## config.mk

```make
export PLATFORM = sky130hd
export DESIGN_NAME = vu_display_scheduler
export DESIGN_NICKNAME = d
export VERILOG_FILES = /design/src/rtl/vu_pkg.sv /design/src/rtl/vu_level_channel.sv /design/src/rtl/vu_display_scheduler.sv
export SDC_FILE = /design/constraint.sdc
export NUM_CORES = 1
export LEC_CHECK = 0
export ABC_AREA = 1
export CAP_MARGIN = 10
export CORE_MARGIN = 10
export CORE_UTILIZATION = 53
export CTS_BUF_LIST = sky130_fd_sc_hd__clkbuf_4 sky130_fd_sc_hd__clkbuf_8
export DETAILED_ROUTE_END_ITERATION = 7
export HOLD_SLACK_MARGIN = 0.12
export PLACE_DENSITY = 0.83
export SETUP_SLACK_MARGIN = 0.15
export SYNTH_ARGS = -nofsm -noshare
export SYNTH_HDL_FRONTEND = slang
export SYNTH_SLANG_ARGS = --single-unit
```

## constraint.sdc

```tcl
create_clock -name pixel_clock -period 4.6 [get_ports pixel_clock]
set_input_delay 0.46 -clock pixel_clock [delete_from_list [all_inputs] [get_ports pixel_clock]]
set_output_delay 0.46 -clock pixel_clock [all_outputs]
set_load 0.005 [all_outputs]
```

## src/rtl/vu_pkg.sv

```systemverilog
// Shared colour constants and default parameters for the VU display scheduler.
// Colours are packed {red, green, blue}, four bits each.
package vu_pkg;

  localparam logic [11:0] BLACK  = 12'h000;
  localparam logic [11:0] GREEN  = 12'h0F0;
  localparam logic [11:0] YELLOW = 12'hFF0;
  localparam logic [11:0] RED    = 12'hF00;
  localparam logic [11:0] WHITE  = 12'hFFF;

  localparam int DEF_LVL_W  = 8;
  localparam int DEF_YEL_TH = 160;
  localparam int DEF_RED_TH = 208;
  localparam int DEF_DECAY  = 30;

endpackage

```

## src/rtl/vu_level_channel.sv

```systemverilog
// One level channel: handshake capture into a shadow register, a once-per-frame
// commit into the active level, and peak-hold with slow decay.
module vu_level_channel
  import vu_pkg::*;
#(
  parameter int LVL_W = DEF_LVL_W,
  parameter int DECAY = DEF_DECAY
) (
  input  logic             pixel_clock,
  input  logic             reset,
  input  logic             commit,
  input  logic [LVL_W-1:0] level,
  input  logic             valid,
  output logic             ready,
  output logic [LVL_W-1:0] act,
  output logic [LVL_W-1:0] peak
);

  localparam int CNT_W = (DECAY > 1) ? $clog2(DECAY) : 1;
  localparam logic [CNT_W-1:0] CNT_LAST = CNT_W'(DECAY - 1);

  logic [LVL_W-1:0] shadow;
  logic             pend;
  logic [CNT_W-1:0] cnt;
  logic [LVL_W-1:0] new_lvl;

  // Refusing writes on the commit cycle keeps capture and commit from colliding.
  assign ready   = ~reset & ~commit;
  assign new_lvl = pend ? shadow : act;

  always_ff @(posedge pixel_clock or posedge reset) begin
    if (reset) begin
      shadow <= '0;
      pend   <= 1'b0;
      act    <= '0;
      peak   <= '0;
      cnt    <= '0;
    end else begin
      if (valid && ready) begin
        shadow <= level;
        pend   <= 1'b1;
      end
      if (commit) begin
        act  <= new_lvl;
        pend <= 1'b0;
        if (new_lvl >= peak) begin
          peak <= new_lvl;
          cnt  <= '0;
        end else if (cnt == CNT_LAST) begin
          // peak > new_lvl here, so peak-1 still bounds act from above
          peak <= peak - 1'b1;
          cnt  <= '0;
        end else begin
          cnt <= cnt + 1'b1;
        end
      end
    end
  end

endmodule

```

## src/rtl/vu_display_scheduler.sv

```systemverilog
// Frame-synchronous VU meter: commits level updates at the start of vertical
// blanking and renders two horizontal bar graphs through a one-cycle pixel pipeline.
module vu_display_scheduler
  import vu_pkg::*;
#(
  parameter int C_SIZE = 9,
  parameter int VADDR  = 480,
  parameter int LVL_W  = DEF_LVL_W,
  parameter int BAR_H  = 32,
  parameter int L_Y    = 160,
  parameter int R_Y    = 288,
  parameter int YEL_TH = DEF_YEL_TH,
  parameter int RED_TH = DEF_RED_TH,
  parameter int DECAY  = DEF_DECAY
) (
  input  logic              pixel_clock,
  input  logic              reset,
  input  logic [C_SIZE:0]   row,
  input  logic [C_SIZE:0]   column,
  input  logic              disp_enable,
  input  logic [LVL_W-1:0]  l_level,
  input  logic [LVL_W-1:0]  r_level,
  input  logic              l_valid,
  input  logic              r_valid,
  output logic              l_ready,
  output logic              r_ready,
  output logic [3:0]        red,
  output logic [3:0]        green,
  output logic [3:0]        blue,
  output logic              rgb_valid,
  output logic              frame_tick
);

  logic             commit;
  logic [LVL_W-1:0] act_l, act_r, peak_l, peak_r;
  logic [C_SIZE-1:0] p;
  logic [31:0]      row_w;
  logic             in_l, in_r;
  logic [11:0]      colour_next;

  assign commit = (32'(row) == 32'(VADDR)) && (column == '0);

  vu_level_channel #(.LVL_W(LVL_W), .DECAY(DECAY)) u_left (
    .pixel_clock (pixel_clock),
    .reset       (reset),
    .commit      (commit),
    .level       (l_level),
    .valid       (l_valid),
    .ready       (l_ready),
    .act         (act_l),
    .peak        (peak_l)
  );

  vu_level_channel #(.LVL_W(LVL_W), .DECAY(DECAY)) u_right (
    .pixel_clock (pixel_clock),
    .reset       (reset),
    .commit      (commit),
    .level       (r_level),
    .valid       (r_valid),
    .ready       (r_ready),
    .act         (act_r),
    .peak        (peak_r)
  );

  // Each level step is two pixels wide so a full-scale level fills most of the line.
  assign p     = column[C_SIZE:1];
  assign row_w = 32'(row);
  assign in_l  = (row_w >= 32'(L_Y)) && (row_w < 32'(L_Y + BAR_H));
  assign in_r  = (row_w >= 32'(R_Y)) && (row_w < 32'(R_Y + BAR_H));

  function automatic logic [11:0] bar_colour(input logic [C_SIZE-1:0] pos,
                                             input logic [LVL_W-1:0]  a,
                                             input logic [LVL_W-1:0]  pk);
    logic [31:0] pw, aw, kw;
    pw = 32'(pos);
    aw = 32'(a);
    kw = 32'(pk);
    if (kw != 32'd0 && pw == kw) return WHITE;
    if (pw < aw) begin
      if (pw < 32'(YEL_TH)) return GREEN;
      if (pw < 32'(RED_TH)) return YELLOW;
      return RED;
    end
    return BLACK;
  endfunction

  always_comb begin
    colour_next = BLACK;
    if (disp_enable) begin
      if (in_l)      colour_next = bar_colour(p, act_l, peak_l);
      else if (in_r) colour_next = bar_colour(p, act_r, peak_r);
    end
  end

  always_ff @(posedge pixel_clock or posedge reset) begin
    if (reset) begin
      red        <= '0;
      green      <= '0;
      blue       <= '0;
      rgb_valid  <= 1'b0;
      frame_tick <= 1'b0;
    end else begin
      red        <= colour_next[11:8];
      green      <= colour_next[7:4];
      blue       <= colour_next[3:0];
      rgb_valid  <= disp_enable;
      frame_tick <= commit;
    end
  end

endmodule

```

== After elaboration in Yosys (flattened, before gate mapping) ==
Cells that the tools add are included.

* Register bits: 74
* Input port bits: 41
* Output and inout port bits: 16
* Word-level logic and storage cells: 124

* Add/subtract/negate cells: 4
* Order comparisons: 10
* Eq/ne operators: 5
* Multiplexer cells: 71
* Bitwise logic cells: 3
* Reductions and logical operators: 16

{| class="wikitable"
|+ Operator list
! kind !! number
|-
| $mux W12 || 19
|-
| $mux W8 || 6
|-
| $mux W1 || 42
|-
| $mux W5 || 4
|-
| $eq A9 B8 Y1 || 2
|-
| $lt A9 B8 Y1 || 2
|-
| $lt A9 B8 Y1 const B || 2
|-
| $ge A8 B8 Y1 || 2
|-
| $reduce_bool A8 Y1 || 2
|-
| $sub A8 B1 Y8 const B || 2
|-
| $add A5 B1 Y5 const B || 2
|-
| $eq A10 B9 Y1 const B || 1
|-
| $eq A5 B5 Y1 const B || 2
|-
| $ge A10 B8 Y1 const B || 1
|-
| $ge A10 B9 Y1 const B || 1
|-
| $logic_not A10 Y1 || 1
|-
| $lt A10 B8 Y1 const B || 1
|-
| $lt A10 B9 Y1 const B || 1
|-
| $reduce_bool A2 Y1 || 4
|-
| $logic_and A1 B1 Y1 || 7
|-
| $reduce_and A2 Y1 || 2
|-
| $not A1 Y1 || 2
|-
| $and A1 B1 Y1 || 1
|}

== Logic depth before layout (Yosys ltp) ==
Gate-level depths: netlist of the first run.

* Word-level depth: 24
* Gate-level depth with buffers: 16

== Modules after synthesis ==
From an unflattened synthesis of the first run, not the netlist that was laid out.

* Cells, all modules: 666
* Area, all modules: 4720.8 sq um

{| class="wikitable"
|+ By module, submodules not included
! module !! instances !! cells an instance !! area each (sq um)
|-
| vu_level_channel || 2 || 228 || 1784.2
|-
| vu_display_scheduler || 1 || 210 || 1152.4
|}

== Worst setup path before layout of the first run ==
Ideal clock, no wire load.

* Path type: flip-flop to flip-flop
* Start: register u_right.pend
* End: register u_right.peak[0]
* Data arrival time: 1.973 ns
* Setup slack: 2.511 ns
* Cell stages (with the launch flop): 13
* Clock period less this slack: 2.089 ns
* Cells stage by stage: dfrtp_1 -> clkbuf_1 -> o21ai_0 -> ha_1 -> a21oi_1 -> nor2_1 -> nor2_1 -> nand3_1 -> buf_2 -> nand2_1 -> o21ai_0 -> nand2_1 -> nand2_1

* Cells in the longest elaborated chain, start to end: 4
* Elaborated cells between the ends (all ways): 5
* Classes of those cells: order compare (1); mux (2); reduce/logical (2)

{| class="wikitable"
|+ RTL lines
! what !! line !! source
|-
| start: declaration || vu_level_channel.sv:23 || <nowiki>logic pend;</nowiki>
|-
| start signal: assignment || vu_level_channel.sv:34 || <nowiki>pend <= 1'b0;</nowiki>
|-
| start signal: assignment || vu_level_channel.sv:41 || <nowiki>pend <= 1'b1;</nowiki>
|-
| start signal: assignment || vu_level_channel.sv:45 || <nowiki>pend <= 1'b0;</nowiki>
|-
| $mux W8 * || vu_level_channel.sv:29 || <nowiki>assign new_lvl = pend ? shadow : act;</nowiki>
|-
| net u_right.new_lvl[5] || vu_level_channel.sv:25 || <nowiki>logic [LVL_W-1:0] new_lvl;</nowiki>
|-
| $ge A8 B8 Y1 * || vu_level_channel.sv:46 || <nowiki>if (new_lvl >= peak) begin</nowiki>
|-
| $reduce_bool A2 Y1 (no source line) || -- ||
|-
| $reduce_and A2 Y1 (no source line) || -- ||
|-
| end signal: assignment || vu_level_channel.sv:47 || <nowiki>peak <= new_lvl;</nowiki>
|-
| end signal: assignment || vu_level_channel.sv:51 || <nowiki>peak <= peak - 1'b1;</nowiki>
|-
| end: declaration || vu_level_channel.sv:16 || <nowiki>output logic [LVL_W-1:0] peak</nowiki>
|}

The timed path passes the listed nets; every way through them passes the cells marked *.
A chain may end at the register's enable or synchronous reset.

== Worst setup path after layout of the first run ==
* Start: input column[4]
* End: output r_ready

* Cells in the longest elaborated chain, start to end: 4

{| class="wikitable"
|+ RTL lines
! what !! line !! source
|-
| start: declaration || vu_display_scheduler.sv:19 || <nowiki>input logic [C_SIZE:0] column,</nowiki>
|-
| $logic_not A10 Y1 || vu_display_scheduler.sv:41 || <nowiki>assign commit = (32'(row) == 32'(VADDR)) && (column == '0);</nowiki>
|-
| $logic_and A1 B1 Y1 || vu_display_scheduler.sv:41 ||
|-
| $not A1 Y1 || vu_level_channel.sv:28 || <nowiki>assign ready = ~reset & ~commit;</nowiki>
|-
| $and A1 B1 Y1 || vu_level_channel.sv:28 ||
|-
| end: declaration || vu_display_scheduler.sv:26 || <nowiki>output logic r_ready,</nowiki>
|}

Every way passes these cells.

==> results of run 1 <==
[Yosys cell counts, types with 4 or more instances]
| master | instances | area share |
|---|---|---|
| ha_1 | 38 | 0.10 |
| nor3_1 | 4 | 0.0042 |
| o21ai_0 | 44 | 0.047 |
| nor2_1 | 51 | 0.040 |
| nand3_1 | 52 | 0.055 |
| clkbuf_1 | 5 | 0.0040 |
| xnor2_1 | 10 | 0.019 |
| a21oi_1 | 12 | 0.013 |
| nand2_2 | 4 | 0.0053 |
| inv_1 | 88 | 0.070 |
| buf_4 | 10 | 0.016 |
| dfrtp_1 | 65 | 0.34 |
| nand4_1 | 10 | 0.013 |
| nand2_1 | 268 | 0.21 |
| xor2_1 | 11 | 0.020 |
| inv_2 | 5 | 0.0040 |
[critical path, stage by stage]
cell and delay, ps:
clkdlybuf4s50_1 680, inv_1 130, nand3_1 100, nor2_1 50, nand3_1 100, nor2_4 60, nor2_4 370, clkdlybuf4s50_1 600
[power by group through the flow]
stage / Combinational, mW / Clock, mW / Sequential, mW
floorplan: 0.187 / 0 / 0.608
global placement: 0.274 / 0 / 0.611
detailed placement: 0.283 / 0 / 0.611
CTS: 0.285 / 0.514 / 0.601
global route: 0.328 / 0.544 / 0.602
finish: 0.287 / 0.508 / 0.601
[flip-flops by register name, summed over array words and instances (netlist names), 5 cells and up]
register,cells
u_left.act,8
u_left.peak,8
u_left.shadow,8
u_right.act,8
u_right.peak,8
u_right.shadow,8
u_left.cnt,5
u_right.cnt,5
[logic make-up (layout without fill, tap and decap cells)]
group / count (synthesis) / after routing
AO/OA/AOI/OAI: 61 / 61
XOR/XNOR: 21 / 21
adder cells (fa/ha/maj): 38 / 38
buffers and inverters: 114 / 165
flip-flops: 65 / 65
AND/OR/NAND/NOR: 399 / 399
[cell type report]
cell class	instances	area (um2)	area share
Timing Repair Buffer	58	575.6	0.1046
Inverter	93	349.1	0.06342
Clock inverter	2	37.54	0.006820
Sequential cell	65	1627	0.2955
Multi-Input combinational cell	519	2615	0.4751
Tap cell	108	135.1	0.02455
Clock buffer	12	165.2	0.03001
[per-layer routing]
| metal | wire length (um) | share of wire |
|---|---|---|
| met4 | 228 | 0.018 |
| met2 | 5910 | 0.46 |
| met3 | 845 | 0.066 |
| met1 | 5899 | 0.46 |
| met5 | 0 | 0 |
[per-stage QoR]
step	total power, mW	std cells
floorplan	0.7948	698
CTS	1.400	857
finish	1.396	857
global route	1.475	857
global placement	0.8850	843
detailed placement	0.8940	843
[how the worst max path moves through the flow]
stage,end,slack (ps),startpoint,cells past startpoint
after floorplan,blue[2],2510,reset,1
after global placement,l_ready,1640,column[5],8
after detailed placement,r_ready,1610,column[3],8
after CTS,r_ready,1600,column[5],8
after global routing,r_ready,1410,column[5],8
final,r_ready,1570,column[4],8
==> results.toml, run 1 <==
[outcome]
status = "finished clean"

[die]
rows = 34
start_util = 0.5428
die_height_um = 114.5
core_um2 = 8721
pin_count = 57
die_w_um = 114.5
die-area_um2 = 13110

[sta]
finalWorstSetupSlack_ps = 1575
final-hold-violation-count = 0
fin_skew_ps = 7.456
finalMaxSlewViolations = 0
setup_viol = 0
worst_pin_slew_ps = 607.5
holdWs_ps = 480.7
slew-limit-headroom = 0.5907
min_period_ps = 3025
timing.setup.tns_ps = 0
fmax_mhz = 330.6
rsz0062_at_grt = "no"
fin_crit_sh = 0.6576

[grt]
grt_pass1_vias = 4291
grt_antenna_before_repair = 0
grtUsageMet2 = 0.3163
grt_max_degree = 40
use_met3 = 0.02987
met1_usage = 0.2635
top_usage_layer = "met2"
grt_overflow_total = 0
grt_pass1_wl_um = 20900
grt_usage = 0.1975

[layout]
area_delta_synth_final_pct = 16.28
layout_commonest_cell = "nand2_1"
num-fill-cells = 793
design_area_um2 = 5504
mostFrequentLayoutCells = "nand2_1 (268), inv_1 (87), dfrtp_1 (65), clkdlybuf4s50_1 (56), nand3_1 (52)"
fin_util = 0.6311
layout-drive-gt1-share = 0.04406
nNetsFinal = 825
diodes = 0

[synth]
netlist_area_um2 = 4733
yosys.area_share.adder = 0.1004
syn-num-nets = 777
synthMuxAreaShare = 0
avgSynthCellArea_um2 = 6.781
synth_cell_types = 25
ys_warn_count = 0
synth_top_family_by_area = "simple AND/OR/NAND/NOR gates"
synthFlopType = "dfrtp_1"
ys_async_sr_fraction = 1.000
synthSimpleGateAreaFrac = 0.3476
synth_xor_area_frac = 0.03886
synth_edf_count = 0
ys_seq_elements = 65
yosysSeqAreaShare = 0.3436
synthCells = 698
synth_compound_area_frac = 0.06556

[clock_tree]
postCtsHoldBufs = 0
htreeDepth = 3
clk_pin_slew_worst_paths_ps = 70
clockRootBuffer = "clkbuf_8"
cts_tree = "built"
insertion_delay_ps = 350
cts_buffers = 9
cts_resized = 0
cts_buffer_depth = 2
cts_sinks = 65
post_cts_buffers = 0

[pwr]
pwr-share-seq = 0.431
pwr-share-comb = 0.206
powerDensity_nw_per_um2 = 253.7
p_clk_frac = 0.364
p_int_uw = 987.8
sw_frac_of_total = 0.2925
p_sw_uw = 408.4
p_leak_nw = 2.979
ir_drop_mv = 0.1546

[setup_path]
crit_type = "in2out"
cp.required_ps = 4140
crit_fanout = 20
reg2regPathDepth = 9
end_kind = "output port"
r2r_start = "u_right.pend"
worstPathArrival_ps = 2570
start_kind = "input port"
r2r_setup_slack_ps = 1780
r2r_end = "u_right.cnt[3]"

[worst_hold_path]
hold_start = "u_right.shadow[7]"
hold_end = "u_right.shadow[7]"
hp-class = "reg2reg"
hold_path_depth = 2

[flow_run]
max_cap_viol_count = 0

[routing]
dr.pass1.iters = 5
vias = 4508
drc = 0
drt-initial-drc-count = 335
vias_per_cell = 5.260
detail-route-antenna-nets = 0
wire_per_inst_um = 15.03
wirelength_um = 12880

[place]
post-place-ws_ps = 1614
port_buffers = 56
gp_congestion = 0.9660
place_area_um2 = 5301
place_hpwl_um = 10180
Note: power is estimated with default switching activity, not from simulation.
==> inputs of run 2 (changes only) <==
--- a/config.mk
+++ b/config.mk
@@ -12,7 +12,7 @@
 export CTS_BUF_LIST = sky130_fd_sc_hd__clkbuf_4 sky130_fd_sc_hd__clkbuf_8
 export DETAILED_ROUTE_END_ITERATION = 7
 export HOLD_SLACK_MARGIN = 0.12
-export PLACE_DENSITY = 0.83
+export PLACE_DENSITY = 0.86
 export SETUP_SLACK_MARGIN = 0.15
 export SYNTH_ARGS = -nofsm -noshare
 export SYNTH_HDL_FRONTEND = slang
==> constraint.sdc (replaced) <==
create_clock -name pixel_clock -period 2.52 [get_ports pixel_clock]
set_input_delay 0.252 -clock pixel_clock [delete_from_list [all_inputs] [get_ports pixel_clock]]
set_output_delay 0.252 -clock pixel_clock [all_outputs]
set_load 0.005 [all_outputs]
==> run 2 against run 1 <==
  * Final cell count up 3.5%
  * Clock power is 100% higher
  * Worst hold slack worse by 100 ps
  * Sequential power is 83% higher
  * Critical path depth is 2 higher
  * Sequential cell count is the same
  * Clock skew rose by 8.1 ps
  * First-iteration DRC count up 34%
  * Via count increased by 3.1%
==> results.toml, run 2 (same netlist as run 1, synthesis figures left out) <==
[outcome]
status = "finished clean"

[clock_tree]
htreeDepth = 3
postCtsHoldBufs = 0
clockRootBuffer = "clkbuf_8"
insertion_delay_ps = 360
cts_buffers = 9
cts_sinks = 65
clk_pin_slew_worst_paths_ps = 90
cts_tree = "built"
cts_buffer_depth = 2

[grt]
met1_usage = 0.2802
grt_usage = 0.2034
grt_pass1_wl_um = 21650
grt_pass1_vias = 4387
grt_overflow_total = 0
grt_max_degree = 66
grtUsageMet2 = 0.3062
use_met3 = 0.03669
top_usage_layer = "met2"
grt_antenna_before_repair = 0

[sta]
fin_crit_sh = 0.8899
slew-limit-headroom = 0.7431
fmax_mhz = 445.9
final-hold-violation-count = 0
fin_skew_ps = 15.52
timing.setup.tns_ps = 0
min_period_ps = 2243
worst_pin_slew_ps = 385.3
rsz0062_at_grt = "no"
setup_viol = 0
finalMaxSlewViolations = 0

[setup_path]
crit_type = "reg2reg"
crit_top_cell = "nand2_1"
start_kind = "register"
crit_path_top_delay_cell = "dfrtp_2"
end_kind = "register"
cp_cell_sequence = "o21ai_0, ha_1, nand2_1, nor2_1, nor2_1, nand3_1, buf_4, o21ai_0, nand2_1, nand2_1"
cp.required_ps = 2810
cpPeakStageDelay_ps = 510
crit_fanout = 17
worstPathArrival_ps = 2540

[routing]
wirelength_um = 13440
dr.pass1.iters = 5
detail-route-antenna-nets = 0
vias = 4650
wire_per_inst_um = 15.15
drt-initial-drc-count = 450
vias_per_cell = 5.242
drc = 0

[flow_run]
max_cap_viol_count = 0

[place]
port_buffers = 56
gp_congestion = 0.9799
place_hpwl_um = 10400

[die]
die_w_um = 114.5
die_height_um = 114.5
pin_count = 57
die-area_um2 = 13110
rows = 34
start_util = 0.5428
core_um2 = 8721

[worst_hold_path]
hp-class = "in2async"

[layout]
nNetsFinal = 853
diodes = 0
layout_commonest_cell = "nand2_1"
area_delta_synth_final_pct = 22.05
layout-drive-gt1-share = 0.08986
mostFrequentLayoutCells = "nand2_1 (267), inv_1 (85), dfrtp_1 (63), clkdlybuf4s50_1 (55)"
num-fill-cells = 718

[pwr]
finalPower_mw = 2.744
powerDensity_nw_per_um2 = 475.0
p_leak_nw = 3.143
ir_drop_mv = 0.3608
run 2: changes by cell type in the layout (fill, tap and decap cells not counted), moves of 3 or more:
cell      change
buf_4        +26
o21ai_1       +6
o21ai_0       -7
clkbuf_8      -3
run 2: what timing repair did:
item	in CTS	in global routing
setup buffers	0	1
resized for setup	0	15
endpoints found under the setup margin	0	26
run 2: metal layers:
metal	wire, um	up-vias
met5	0	-
met4	352	0
met3	959	25
met2	5815	190
met1	6309	2096
li1	-	2339
run 2: area by class of cell:
type,instances,area (um2),share of cell area
sequential,65,1629,0.2820
clock buffer,10,131.4,0.02274
tap,108,135.1,0.02339
inverter,93,349.1,0.06043
multi-input combinational,519,2626,0.4546
clock inverter,6,92.59,0.01603
timing repair buffer,86,813.3,0.1408
run 2: stage by stage:
| step | setup WS (ps) | utilization | instances | instance area [um2] | hold WS [ps] |
|---|---|---|---|---|---|
| after floorplan | 430.9 | - | 698 | 4733 | 283.4 |
| after global placement | 182.5 | 0.6326 | 870 | 5517 | 457.9 |
| after detailed placement | 204.8 | 0.6326 | 870 | 5517 | 462.3 |
| after CTS | 161.3 | 0.6583 | 886 | 5741 | 388.1 |
| after global routing | 124.1 | 0.6624 | 887 | 5777 | 420.6 |
| final | 277.3 | 0.6624 | 887 | 5777 | 377.2 |
run 2: worst max-delay path: cells and delay by family (launching register included):
family / cells / cell delay [ps]
AOI/OAI and AO/OA: 2 / 550
adders and majority gates: 1 / 300
buffers and inverters: 1 / 220
DFF: 1 / 510
and+or+nand+nor: 6 / 610
run 2: where the power goes:
part / leakage, nW / switching (mW) / internal, mW
registers: 0.775 / 0.0212 / 1.08
clock network: 0.106 / 0.450 / 0.571
logic: 2.26 / 0.363 / 0.263
run 2: final timing paths:
check / startpoint / slack, ps / cells after the start / endpoint
setup / recovery: u_left.pend / 280 / 10 / u_left.peak[0]
hold / removal: reset / 380 / 3 / u_right.act[6]
setup reg to reg: u_left.pend / 280 / 10 / u_left.peak[0]
hold reg to reg: u_left.shadow[0] / 480 / 2 / u_left.shadow[0]
max in group asynchronous: reset / 1870 / 3 / u_right.pend
min in group pixel_clock: disp_enable / 420 / 1 / rgb_valid
==> patch: new RTL, flow settings as in run 2 <==
Compare `cnt` against `CNT_LAST` with >= in place of ==.
--- a/src/rtl/vu_level_channel.sv
+++ b/src/rtl/vu_level_channel.sv
@@ -47,5 +47,5 @@
           peak <= new_lvl;
           cnt  <= '0;
-        end else if (cnt == CNT_LAST) begin
+        end else if (cnt >= CNT_LAST) begin
           // peak > new_lvl here, so peak-1 still bounds act from above
           peak <= peak - 1'b1;
Check against the original RTL: same outputs for any inputs over 4 cycles, from zero or initial values and one cycle with reset high; that may be too few to reach the edited logic, so the function may still have changed.
==> patch against run 2 <==
Setup slack got worse by 0.071 ns; first-iteration DRC count decreased by 13%; cell area increased by 3.2%; synthesized cell count increased by 2.1%; global-route usage decreased by 0.19 points; sequential cell count unchanged; total power decreased by 0.56%; hold slack improved by 0.019 ns; wire length increased by 1.2%; critical path depth increased by 1; area after synthesis increased by 3.9%; highest routed layer unchanged.
==> patch: results (changes against run 2) <==
| Metric | Value |
|---|---|
| Status | finished clean (unchanged) |
| DP Worst Slack | 0.1641 ns (was 0.2048 ns) |
| #MultiIn Comb | 529 (was 519) |
| Area taken by multi-input logic gates | 0.002754 sq mm (was 0.002626 sq mm) |
| Synth Instances | 713 (was 698) |
| Post-Synthesis Net Count | 792 (was 777) |
| Total vias in the final route | 4961 (was 4650) |
| Fill cell count | 729 (was 718) |
| DR WL/cell | 14.94 um (was 15.15 um) |
| Seq area share | 0.2734 (was 0.2820) |
| Register area share after synthesis | 0.3309 (was 0.3436) |
| Signal buffers share of area | 0.1419 (was 0.1408) |
| Critical path arrival | 2.56 ns (was 2.54 ns) |
| Vias in the first global route | 4749 (was 4387) |
| Post-DP HPWL | 10340 um (was 10400 um) |
| LEAKAGE | 3.218 nW (was 3.143 nW) |
| Cell variety after synth | 32 (was 25) |
| Most instantiated cells after synthesis | nand2_1 (257), inv_1 (95), dfrtp_1 (65), nor2_1 (63), o21ai_0 (46) (was nand2_1 (268), inv_1 (88), dfrtp_1 (65), nand3_1 (52), nor2_1 (51)) |
| Peak VDD IR | 231.8 uV (was 360.8 uV) |
| Synth area leaders | dfrtp_1 (33%), nand2_1 (20%), ha_1 (9.7%) (was dfrtp_1 (34%), nand2_1 (21%), ha_1 (10%)) |
| Layout clock buffers | 9 (was 10) |
| Clock power share | 0.363 (was 0.372) |
| Pwr/cell area | 457.9 mW/mm^2 (was 475.0 mW/mm^2) |
| Inverters | 99 (was 93) |
| Layout cells sized above 1 | 0.1039 (was 0.08986) |
| Gr usage total | 0.2015 (was 0.2034) |
| Placed cell area | 0.005703 sq mm (was 0.005517 sq mm) |
| Synthesized-area fraction occupied by adder cells | 0.09672 (was 0.1004) |
| Router iterations before antenna repair | 7 (was 5) |
| Synth Area in Compound Gates | 0.08348 (was 0.06556) |
| Post-layout net count | 874 (was 853) |
| Crit path max fanout | 11 (was 17) |
| Buffers excl. clock | 91 (was 86) |
| Dpl cells | 892 (was 870) |
| Combinational power share | 0.235 (was 0.228) |
| Net switching power | 0.0008192 W (was 0.0008340 W) |
| Worst stage delay on the critical path | 0.49 ns (was 0.51 ns) |
## patch: changes by cell type after synthesis, moves of 3 or more
cell	before	now
nand3_1	52	22
nand4_1	10	29
nor2_1	51	63
nand2_1	268	257
o21ai_1	3	14
inv_1	88	95
xnor2_1	10	3
nand3_2	0	5
buf_2	3	0
buf_4	10	13
clkbuf_1	5	2
## patch: path summary, 6_finish.rpt
| path | endpoint | slack [ns] |
|---|---|---|
| worst min register to register | u_right.shadow[1] | 0.49 |
| worst max-delay path | u_left.peak[3] | 0.21 |
| worst max register to register | u_left.peak[3] | 0.21 |
| min in group pixel_clock | rgb_valid | 0.42 |
| worst min-delay path | u_right.act[1] | 0.40 |
| max in group asynchronous | u_left.pend | 1.53 |
## patch: routing by layer
layer  part of all wire  global-route usage  up-vias
met5                  0                   0        -
met4              0.035             0.08924        0
met3              0.083             0.03903       47
met2               0.45              0.3326      236
met1               0.43              0.2499     2264
li1                   -                   -     2414
